File: config.mk
export PLATFORM = sky130hd
export DESIGN_NAME = watch_timekeeper
export DESIGN_NICKNAME = d
export VERILOG_FILES = /design/src/rtl/watch_timekeeper_pkg.sv /design/src/rtl/watch_timekeeper_key_repeat.sv /design/src/rtl/watch_timekeeper.sv
export SDC_FILE = /design/constraint.sdc
export NUM_CORES = 1
export LEC_CHECK = 0
export CAP_MARGIN = 10
export CORE_MARGIN = 2
export CORE_UTILIZATION = 55
export DETAILED_ROUTE_END_ITERATION = 6
export DONT_BUFFER_PORTS = 1
export PLACE_DENSITY = 0.67
export SLEW_MARGIN = 20
export SYNTH_ARGS = -nofsm -noshare
export SYNTH_HDL_FRONTEND = slang
export SYNTH_SLANG_ARGS = --single-unit
File: constraint.sdc
create_clock -name clk -period 10.6 [get_ports clk]
set_input_delay 0.53 -clock clk [delete_from_list [all_inputs] [get_ports clk]]
set_output_delay 0.53 -clock clk [all_outputs]
set_load 0.02 [all_outputs]
File: src/rtl/watch_timekeeper_pkg.sv
// Shared constants, key FSM states and BCD/12-hour helpers for the watch timekeeper.
// Latency: pure declarations and combinational functions, no state.
// Backpressure: none; consumers evaluate the helpers every cycle.
package watch_pkg;

  // One-hot positions within digit_sel
  localparam int DIG_SEC0 = 0;
  localparam int DIG_SEC1 = 1;
  localparam int DIG_MIN0 = 2;
  localparam int DIG_MIN1 = 3;
  localparam int DIG_HRS0 = 4;
  localparam int DIG_HRS1 = 5;

  // Largest legal value of each time field
  localparam logic [5:0] SEC_MAX = 6'd59;
  localparam logic [5:0] MIN_MAX = 6'd59;
  localparam logic [5:0] HR_MAX  = 6'd23;

  typedef enum logic [1:0] {
    KR_IDLE   = 2'd0,
    KR_DELAY  = 2'd1,
    KR_REPEAT = 2'd2
  } kr_state_e;

  typedef struct packed {
    logic [4:0] hr;
    logic       pm;
  } hr12_t;

  // 0-59 to {tens, ones} BCD by repeated subtraction (at most five passes)
  function automatic logic [7:0] bin2bcd2(input logic [6:0] v);
    logic [3:0] tens;
    logic [6:0] rem;
    tens = 4'd0;
    rem  = v;
    for (int i = 0; i < 5; i++) begin
      if (rem >= 7'd10) begin
        rem  = rem - 7'd10;
        tens = tens + 4'd1;
      end
    end
    return {tens, rem[3:0]};
  endfunction

  // 24-hour value to 12-hour display hour plus PM flag
  function automatic hr12_t hr_to_12(input logic [4:0] h);
    hr12_t r;
    if (h == 5'd0) begin
      r.hr = 5'd12;
      r.pm = 1'b0;
    end else if (h < 5'd12) begin
      r.hr = h;
      r.pm = 1'b0;
    end else if (h == 5'd12) begin
      r.hr = 5'd12;
      r.pm = 1'b1;
    end else begin
      r.hr = h - 5'd12;
      r.pm = 1'b1;
    end
    return r;
  endfunction

  // +/-1 or +/-10 on a field modulo (lim+1), without any carry out
  function automatic logic [5:0] adj_mod(input logic [5:0] v, input logic [5:0] lim,
                                         input logic big, input logic inc);
    logic [6:0] d;
    logic [6:0] m;
    logic [6:0] r;
    d = big ? 7'd10 : 7'd1;
    m = {1'b0, lim} + 7'd1;
    r = inc ? ({1'b0, v} + d) : ({1'b0, v} + m - d);
    if (r >= m) r = r - m;
    return r[5:0];
  endfunction

endpackage

File: src/rtl/watch_timekeeper_key_repeat.sv
// Key auto-repeat: one step on press, another after RPT_DLY held cycles, then every RPT_PER.
// Latency: step is combinational in the cycle the key is first seen high (no added delay).
// Backpressure: none; steps are single-cycle pulses the consumer may ignore.
module key_repeat
  import watch_pkg::*;
#(
  parameter int RPT_DLY = 3000000,
  parameter int RPT_PER = 1200000,
  parameter int RPT_W   = 22
) (
  input  logic clk,
  input  logic rst,
  input  logic key,
  output logic step
);

  localparam logic [RPT_W-1:0] DLY_C = RPT_W'(RPT_DLY);
  localparam logic [RPT_W-1:0] PER_C = RPT_W'(RPT_PER);
  localparam logic [RPT_W-1:0] ONE_C = RPT_W'(1);

  kr_state_e        state_q, state_d;
  logic [RPT_W-1:0] cnt_q, cnt_d;
  logic             key_q;
  logic             rise;

  assign rise = key & ~key_q;

  // State, timer and key history; key history resets high so a key held through reset needs a fresh press
  always_ff @(posedge clk) begin
    if (rst) begin
      state_q <= KR_IDLE;
      cnt_q   <= '0;
      key_q   <= 1'b1;
    end else begin
      state_q <= state_d;
      cnt_q   <= cnt_d;
      key_q   <= key;
    end
  end

  // Next state and step pulse; cnt counts cycles since the last emitted step
  always_comb begin
    step    = 1'b0;
    state_d = state_q;
    cnt_d   = cnt_q;
    unique case (state_q)
      KR_IDLE: begin
        if (rise) begin
          step    = 1'b1;
          cnt_d   = ONE_C;
          state_d = KR_DELAY;
        end
      end
      KR_DELAY: begin
        if (!key) begin
          state_d = KR_IDLE;
          cnt_d   = '0;
        end else if (cnt_q == DLY_C) begin
          step    = 1'b1;
          cnt_d   = ONE_C;
          state_d = KR_REPEAT;
        end else begin
          cnt_d = cnt_q + ONE_C;
        end
      end
      KR_REPEAT: begin
        if (!key) begin
          state_d = KR_IDLE;
          cnt_d   = '0;
        end else if (cnt_q == PER_C) begin
          step  = 1'b1;
          cnt_d = ONE_C;
        end else begin
          cnt_d = cnt_q + ONE_C;
        end
      end
      default: begin
        state_d = KR_IDLE;
        cnt_d   = '0;
      end
    endcase
  end

endmodule

File: src/rtl/watch_timekeeper.sv
// HH:MM:SS timekeeper with prescaler, 12/24-hour display, set mode and key auto-repeat.
// Latency: time registers update on the tick/step edge; digits decode combinationally from them.
// Backpressure: none; tick_1hz is a free-running single-cycle pulse.
module watch_timekeeper
  import watch_pkg::*;
#(
  parameter int TICK_DIV = 6000000,
  parameter int CNT_W    = 23,
  parameter int RPT_DLY  = 3000000,
  parameter int RPT_PER  = 1200000,
  parameter int RPT_W    = 22
) (
  input  logic       clk,
  input  logic       rst,
  input  logic       run,
  input  logic       mode_12h,
  input  logic       set_mode,
  input  logic [5:0] digit_sel,
  input  logic       up,
  input  logic       down,
  output logic [3:0] sec0,
  output logic [3:0] sec1,
  output logic [3:0] min0,
  output logic [3:0] min1,
  output logic [3:0] hrs0,
  output logic [3:0] hrs1,
  output logic       pm,
  output logic       tick_1hz
);

  localparam logic [CNT_W-1:0] TICK_LAST = CNT_W'(TICK_DIV - 1);
  localparam logic [CNT_W-1:0] PRE_ONE   = CNT_W'(1);

  logic [5:0]       sec_q, sec_d;
  logic [5:0]       min_q, min_d;
  logic [4:0]       hr_q, hr_d;
  logic [CNT_W-1:0] pre_q, pre_d;
  logic             tick_q, tick_d;
  logic             set_q;
  logic             blk_up_q, blk_up_d;
  logic             blk_dn_q, blk_dn_d;

  logic             up_step, dn_step;
  logic             counting, wrap, set_rise;
  logic             up_ok, dn_ok, sel_ok, adj_vld, adj_big;
  logic [5:0]       hr_adj;
  hr12_t            h12;
  logic [4:0]       hr_disp;
  logic [7:0]       sec_bcd, min_bcd, hr_bcd;

  key_repeat #(.RPT_DLY(RPT_DLY), .RPT_PER(RPT_PER), .RPT_W(RPT_W)) u_key_up (
    .clk  (clk),
    .rst  (rst),
    .key  (up),
    .step (up_step)
  );

  key_repeat #(.RPT_DLY(RPT_DLY), .RPT_PER(RPT_PER), .RPT_W(RPT_W)) u_key_dn (
    .clk  (clk),
    .rst  (rst),
    .key  (down),
    .step (dn_step)
  );

  assign counting = run & ~set_mode;
  assign wrap     = (pre_q == TICK_LAST);
  assign set_rise = set_mode & ~set_q;

  // A key already down when set mode is entered stays muted until it is released
  assign up_ok   = up_step & set_mode & ~blk_up_q & ~(set_rise & up);
  assign dn_ok   = dn_step & set_mode & ~blk_dn_q & ~(set_rise & down);
  assign sel_ok  = (digit_sel != 6'd0) && ((digit_sel & (digit_sel - 6'd1)) == 6'd0);
  assign adj_vld = sel_ok & (up_ok ^ dn_ok);
  assign adj_big = digit_sel[DIG_SEC1] | digit_sel[DIG_MIN1] | digit_sel[DIG_HRS1];
  assign hr_adj  = adj_mod({1'b0, hr_q}, HR_MAX, adj_big, up_ok);

  // Next-state for prescaler, tick and time fields; ticking and adjusting never coincide
  always_comb begin
    pre_d    = '0;
    tick_d   = 1'b0;
    sec_d    = sec_q;
    min_d    = min_q;
    hr_d     = hr_q;
    blk_up_d = blk_up_q;
    blk_dn_d = blk_dn_q;

    if (!up)           blk_up_d = 1'b0;
    else if (set_rise) blk_up_d = 1'b1;
    if (!down)         blk_dn_d = 1'b0;
    else if (set_rise) blk_dn_d = 1'b1;

    if (counting) begin
      if (wrap) begin
        pre_d  = '0;
        tick_d = 1'b1;
        if (sec_q == SEC_MAX) begin
          sec_d = 6'd0;
          if (min_q == MIN_MAX) begin
            min_d = 6'd0;
            hr_d  = (hr_q == HR_MAX[4:0]) ? 5'd0 : hr_q + 5'd1;
          end else begin
            min_d = min_q + 6'd1;
          end
        end else begin
          sec_d = sec_q + 6'd1;
        end
      end else begin
        pre_d = pre_q + PRE_ONE;
      end
    end

    if (adj_vld) begin
      if (digit_sel[DIG_SEC0] | digit_sel[DIG_SEC1]) sec_d = adj_mod(sec_q, SEC_MAX, adj_big, up_ok);
      if (digit_sel[DIG_MIN0] | digit_sel[DIG_MIN1]) min_d = adj_mod(min_q, MIN_MAX, adj_big, up_ok);
      if (digit_sel[DIG_HRS0] | digit_sel[DIG_HRS1]) hr_d  = hr_adj[4:0];
    end
  end

  // Time, prescaler, tick and key-gating registers
  always_ff @(posedge clk) begin
    if (rst) begin
      sec_q    <= 6'd0;
      min_q    <= 6'd0;
      hr_q     <= 5'd0;
      pre_q    <= '0;
      tick_q   <= 1'b0;
      set_q    <= 1'b0;
      blk_up_q <= 1'b0;
      blk_dn_q <= 1'b0;
    end else begin
      sec_q    <= sec_d;
      min_q    <= min_d;
      hr_q     <= hr_d;
      pre_q    <= pre_d;
      tick_q   <= tick_d;
      set_q    <= set_mode;
      blk_up_q <= blk_up_d;
      blk_dn_q <= blk_dn_d;
    end
  end

  // Display decode only; mode_12h never touches stored time
  assign h12     = hr_to_12(hr_q);
  assign hr_disp = mode_12h ? h12.hr : hr_q;
  assign sec_bcd = bin2bcd2({1'b0, sec_q});
  assign min_bcd = bin2bcd2({1'b0, min_q});
  assign hr_bcd  = bin2bcd2({2'b00, hr_disp});

  assign sec0     = sec_bcd[3:0];
  assign sec1     = sec_bcd[7:4];
  assign min0     = min_bcd[3:0];
  assign min1     = min_bcd[7:4];
  assign hrs0     = hr_bcd[3:0];
  assign hrs1     = hr_bcd[7:4];
  assign pm       = mode_12h & h12.pm;
  assign tick_1hz = tick_q;

endmodule

==> metrics, run 1 <==
Die X=around 130 µm; Fill cells=1596; min cycle time layout=around 9.5 ns; Max Cap Violations=0; Max Clock Freq=between 100 and 150 MHz; clk slew on worst S/H paths=approximately 0.080 ns; ant diodes=0; total gr overflow=0; Reg area=1880 µm²; commonest non-fill, non-tap cells in the layout=136 x nor2_1, 114 x nand2_1, 94 x dfxtp_1, 89 x ha_1, 79 x a21oi_1; placed cells=1418; Yosys cell types=just over 90; overall power=between 1 and 1.5 mW; RSZ-0062 raised after global routing=no; nets=approximately 1300; area leader, netlist=dfxtp_1; maximum number of pins on one net before global-route repair=41; register bit count reported by yosys=94; clock tree buffer depth=2; compound-cell area share of the yosys netlist=between 20% and 30%; Static Leak=about 3.7 nW; CP max stage delay=0.64 ns; Critical Path Sink Type=output pin; Synth Area in Adders=13.2%; share of layout cells above drive strength 1=under 10%; Yosys top cell area share=20.1%; dpl hpwl=15600 µm; most used cell along the critical path=inv_1; setup TNS=0 ns; fin area=~9800 µm²; RePlAce Congestion=0.915; predominant post-synthesis flop cell=dfxtp_1; largest cells by area after synthesis=dfxtp_1 20%, ha_1 12%, nor2_1 5.4%; vias=around 8600; multi-input logic area=7000 µm²; status=complete, but fails checks; main combinational cell family by area after synthesis=simple AND/OR/NAND/NOR gates; vias per std cell=5.97; Critical Path Start Type=flip-flop; post-synthesis mux area share=3.03%; type of the most critical hold path=in2reg; FP Rows=47; Post-synth EDFFs=0; drt total wl=20800 µm; Simple-Gate Fraction of Synth Area=about 28%; Seq/Total Area, Yosys=20.1%; CTS root buffer=clkbuf_16; Inserted Clock Buffers=9; first-pass GRT wire length=35100 µm; Final period util=89.2%; CP Data Required Time=slightly above 10 ns; Post-CTS Resized=0; CTS tree=yes; CP Data Arrival Time=8.93 ns; Placed Area=9450 µm²; Syn. warnings=0; Slew Viols, Final=0; class of the most critical setup path=reg2out; DRC errors left=9; Worst-Margin Slew=0.832 ns; fin util=between 50% and 60%; post-route ant nets=0; worst clock skew=~0.011 ns; I/O Buffers=0; Worst slew margin=44.1%; Hold Buf Count CTS=0; H-tree depth=3; failing checks=DRC; fin cells=1434; Worst IR Drop VDD=0.000141 V; insertion delay to the later sink of the worst-skew pair=0.36 ns; Post-CTS Setup Inserts=0; Post-Synth XOR/XNOR Area=just under 9%; Pre-antenna DRT Iters=7; vias in the first global route=7594; routed len/inst=14.5 µm; Final Hold Vio Count=0; synthesized cell area=9380 µm²; initial antenna violation count=0; most common cell after layout, fill and taps aside=nor2_1; Die Y-Extent=135 µm; full die area=18100 µm²; CTS Sinks=94; slowest CP cell=dfxtp_1; Syn Inst Count=1243; initial core utilization=56.4%; FFs w/ async S/R, synth=0%; power per cell area=114 nW/µm²; IO Pins=39; Synth Area per Inst=between 7 and 8 µm²; Post-Synthesis Net Count=1351; critical-path maximum fanout=15; core region area=16600 µm²; total track usage=between 20% and 30%; area delta synth->final=4.01%; DRT iter0 DRCs=between 400 and 500; Setup-failing EPs final=0
synthesized netlist by cell type (6+ instances only):
master	instances
xor2_1	42
o21ai_0	59
or3_1	22
nor4b_1	9
o211ai_1	14
nand4_1	23
nand3b_1	6
fa_1	6
ha_1	89
xnor2_1	50
nor3b_1	6
nand2b_1	15
and2_1	8
a21o_1	18
nand3_1	34
buf_2	11
nand2_1	114
a21oi_1	79
mux2_2	6
a211oi_1	18
nor3_1	38
a31oi_1	9
inv_1	76
o22ai_1	6
nor2_1	136
and3_1	24
nor2b_1	20
clkbuf_1	28
a311oi_1	7
o21a_1	9
mux2i_1	19
nor4_1	13
or2_2	12
dfxtp_1	94
cells by family (layout without fill, tap and decap cells):
logic type               Yosys count  after routing
buffers and inverters            124             95
XOR/XNOR                          93             93
adder cells (fa/ha/maj)           95             95
multiplexers                      27             27
AND/OR/NAND/NOR                  518            518
flip-flops                        94             94
AO/OA/AOI/OAI                    292            292
stage by stage:
| stage | hold WS [ns] | setup WS, ns |
|---|---|---|
| 6_report | 0.245 | 1.14 |
| 4_1_cts | 0.232 | 1.23 |
| 3_3_place_gp | 0.445 | 1.84 |
| 2_1_floorplan | 0.426 | 2.53 |
| 5_1_grt | 0.230 | 0.276 |
| 3_5_place_dp | 0.452 | 1.64 |
final timing paths:
| kind | slack (ns) | from | depth (start not counted) | endpoint |
|---|---|---|---|---|
| setup / recovery | 1.14 | sec_q[2] | 34 | sec1[0] |
| hold / removal | 0.24 | rst | 1 | u_key_up.state_q[0] |
| setup reg to reg | 6.43 | u_key_up.cnt_q[18] | 15 | sec_q[3] |
| hold reg to reg | 0.46 | pre_q[0] | 1 | pre_q[0] |
registers in the layout (all words and copies together) (netlist names):
name              flops
u_key_up.cnt_q       22
set_q                 1
blk_up_q              1
u_key_up.state_q      2
min_q                 6
blk_dn_q              1
hr_q                  5
u_key_dn.state_q      2
sec_q                 6
u_key_dn.cnt_q       22
u_key_dn.key_q        1
pre_q                23
u_key_up.key_q        1
tick_1hz              1
final cells by class:
cell class / count / share of cell area, %
multi-input cells: 1025 / 71.7
flip-flops and latches: 94 / 19.3
inverters: 78 / 3.00
well taps: 220 / 2.82
clock buffers: 9 / 2.31
clock inverters: 7 / 0.769
repair buffers: 1 / 0.0769
where the power goes:
group          switching [mW]  leakage, nW  total, mW  internal [mW]
sequential             0.0104        0.759      0.370          0.360
combinational           0.265         2.84      0.410          0.146
clock                   0.163        0.145      0.331          0.168
critical path, delay by kind of cell, from the launching register on:
kind | cells | cell delay [ns]
flip-flops | 1 | 0.64
AO/OA/AOI/OAI | 11 | 2.42
buffers and inverters | 7 | 1.03
XOR/XNOR | 4 | 1.60
adder cells (fa/ha/maj) | 5 | 1.55
AND/OR/NAND/NOR | 7 | 1.33
metal layers:
metal / global-route usage [%] / up-vias / share of wire, %
li1: - / 4388 / -
met1: 32.3 / 3995 / 50
met2: 36.7 / 151 / 45
met3: 3.00 / 27 / 3.4
met4: 5.56 / 0 / 1.4
met5: 0 / - / 0
(Power assumes the default switching activity.)
==> inputs of run 2 (changes only) <==
--- a/config.mk
+++ b/config.mk
@@ -10,6 +10,7 @@
 export CORE_UTILIZATION = 55
 export DETAILED_ROUTE_END_ITERATION = 6
 export DONT_BUFFER_PORTS = 1
+export GPL_TIMING_DRIVEN = 0
 export PLACE_DENSITY = 0.67
 export SLEW_MARGIN = 20
 export SYNTH_ARGS = -nofsm -noshare
==> run 2 against run 1 <==
  * The flow now finishes without violations
  * Critical path type unchanged
  * Via count up 1.8%
  * Largest cell class unchanged
  * Largest power group unchanged
  * Clock power up 4%
  * Critical endpoint is now sec1[1]
  * Power up 4.3%
==> metrics, run 2 (synthesis results as in run 1) <==
status=complete, no violations; slowest CP cell=dfxtp_1; Hold Buf Count CTS=0; worst setup path endpoint=sec1[1]; vias=8717; Reg-to-Reg Start=u_key_up.cnt_q[11]; power per cell area=116 nW/µm²; Setup-failing EPs final=0; Worst-Margin Slew=between 0.8 and 0.9 ns; clk slew on worst S/H paths=0.07 ns; Worst R2R Path Depth=13; Critical Path Source=sec_q[2]; critical-path maximum fanout=10; CTS tree=yes; Final period util=92.3%; CP max stage delay=0.51 ns; worst clock skew=0.0133 ns; RSZ-0062 raised after global routing=no; Die Y-Extent=135 µm; total track usage=~24%; Worst IR Drop VDD=0.000173 V; IO Pins=39; Slew Viols, Final=0; clock tree buffer depth=2; full die area=18100 µm²; Post-CTS Resized=0; Max Cap Violations=0; Post-CTS Setup Inserts=0; CP Data Arrival Time=between 9 and 10 ns; Critical Path Start Type=flip-flop; H-tree depth=3; fin area=9990 µm²; Pre-antenna DRT Iters=7; post-route ant nets=0; DRT iter0 DRCs=451; fin util=60.1%; flop-to-flop setup slack=6.23 ns; min cycle time layout=9.79 ns; initial core utilization=a little under three fifths; max FFs per register=23; Worst slew margin=about 46%; drt total wl=21800 µm; Max Clock Freq=102 MHz; setup slack at placement=~0.98 ns; ant diodes=0; class of the most critical setup path=reg2out; core region area=16600 µm²; Inserted Clock Buffers=9; commonest non-fill, non-tap cells in the layout=136 x nor2_1, 114 x nand2_1, 94 x dfxtp_1, 89 x ha_1, 79 x a21oi_1; insertion delay to the later sink of the worst-skew pair=0.35 ns; final setup margin=between 0.8 and 0.9 ns; maximum number of pins on one net before global-route repair=18; FP Rows=47; routed len/inst=14.8 µm; area delta synth->final=6.55%; CTS Sinks=94; RePlAce Congestion=approximately 0.9; share of layout cells above drive strength 1=6.60%; nets=~1400; Static Leak=3.89 nW; CTS root buffer=clkbuf_16; vias per std cell=5.90; Largest Register=pre_q; r2r endpoint=hr_q[4]; dpl hpwl=16600 µm; total gr overflow=0; type of the most critical hold path=in2reg; I/O Buffers=0; initial antenna violation count=0; biggest regs=pre_q: 23 flops, u_key_dn.cnt_q: 22 flops, u_key_up.cnt_q: 22 flops; most used cell along the critical path=inv_1; DRC errors left=0; Die X=135 µm; vias in the first global route=between 8000 and 9000; Final Hold Vio Count=0; setup TNS=0 ns; Critical Path Sink Type=output pin; Placed Area=9660 µm²; most common cell after layout, fill and taps aside=nor2_1; CP Data Required Time=slightly above 10 ns; first-pass GRT wire length=37300 µm
run 2: per-layer routing:
metal	routed length, µm	vias up	track usage [%]
met5	0	-	0
met4	191	0	4.97
met3	812	19	2.89
met2	10100	171	41.7
met1	10700	4031	33.3
li1	-	4496	-
run 2: layout make-up:
cell class / instances / area (µm²)
Buffer: 45 / 208
Clock buffer: 10 / 239
Clock inverter: 6 / 73.8
Fill cell: 1572 / 6650
Inverter: 78 / 293
Multi-Input combinational cell: 1025 / 7020
Sequential cell: 94 / 1880
Tap cell: 220 / 275
run 2: worst min-delay path by stage:
| stage | from | to | slack [ns] | depth (start not counted) |
|---|---|---|---|---|
| after floorplan | pre_q[0] | pre_q[0] | 0.43 | 1 |
| after global placement | pre_q[0] | pre_q[0] | 0.45 | 1 |
| after detailed placement | pre_q[0] | pre_q[0] | 0.47 | 1 |
| after CTS | down | u_key_dn.key_q | 0.27 | 1 |
| after global routing | down | u_key_dn.key_q | 0.28 | 1 |
| final | down | u_key_dn.key_q | 0.28 | 1 |
run 2: report_power, final:
group / total (mW) / internal [mW] / switching [mW] / leakage, nW
Clock: 0.345 / 0.193 / 0.152 / 0.154
Sequential: 0.369 / 0.360 / 0.00852 / 0.759
Combinational: 0.446 / 0.160 / 0.286 / 2.98
run 2: worst max-delay path: cells and delay by family, from the launching register on:
kind | cells | cell delay [ns]
buf+inv | 12 | 2.18
flops | 1 | 0.51
simple gates | 7 | 1.65
xor+xnor | 4 | 0.81
mux | 1 | 0.47
compound gates | 9 | 2.14
fa+ha+maj | 5 | 1.16
run 2: through the flow:
stage / power [mW] / instances / hold slack (ns)
2_1_floorplan: 0.725 / 1243 / 0.426
3_3_place_gp: 0.789 / 1463 / 0.447
3_5_place_dp: 0.802 / 1463 / 0.471
4_1_cts: 1.15 / 1479 / 0.270
5_1_grt: 1.23 / 1478 / 0.281
6_report: 1.16 / 1478 / 0.279
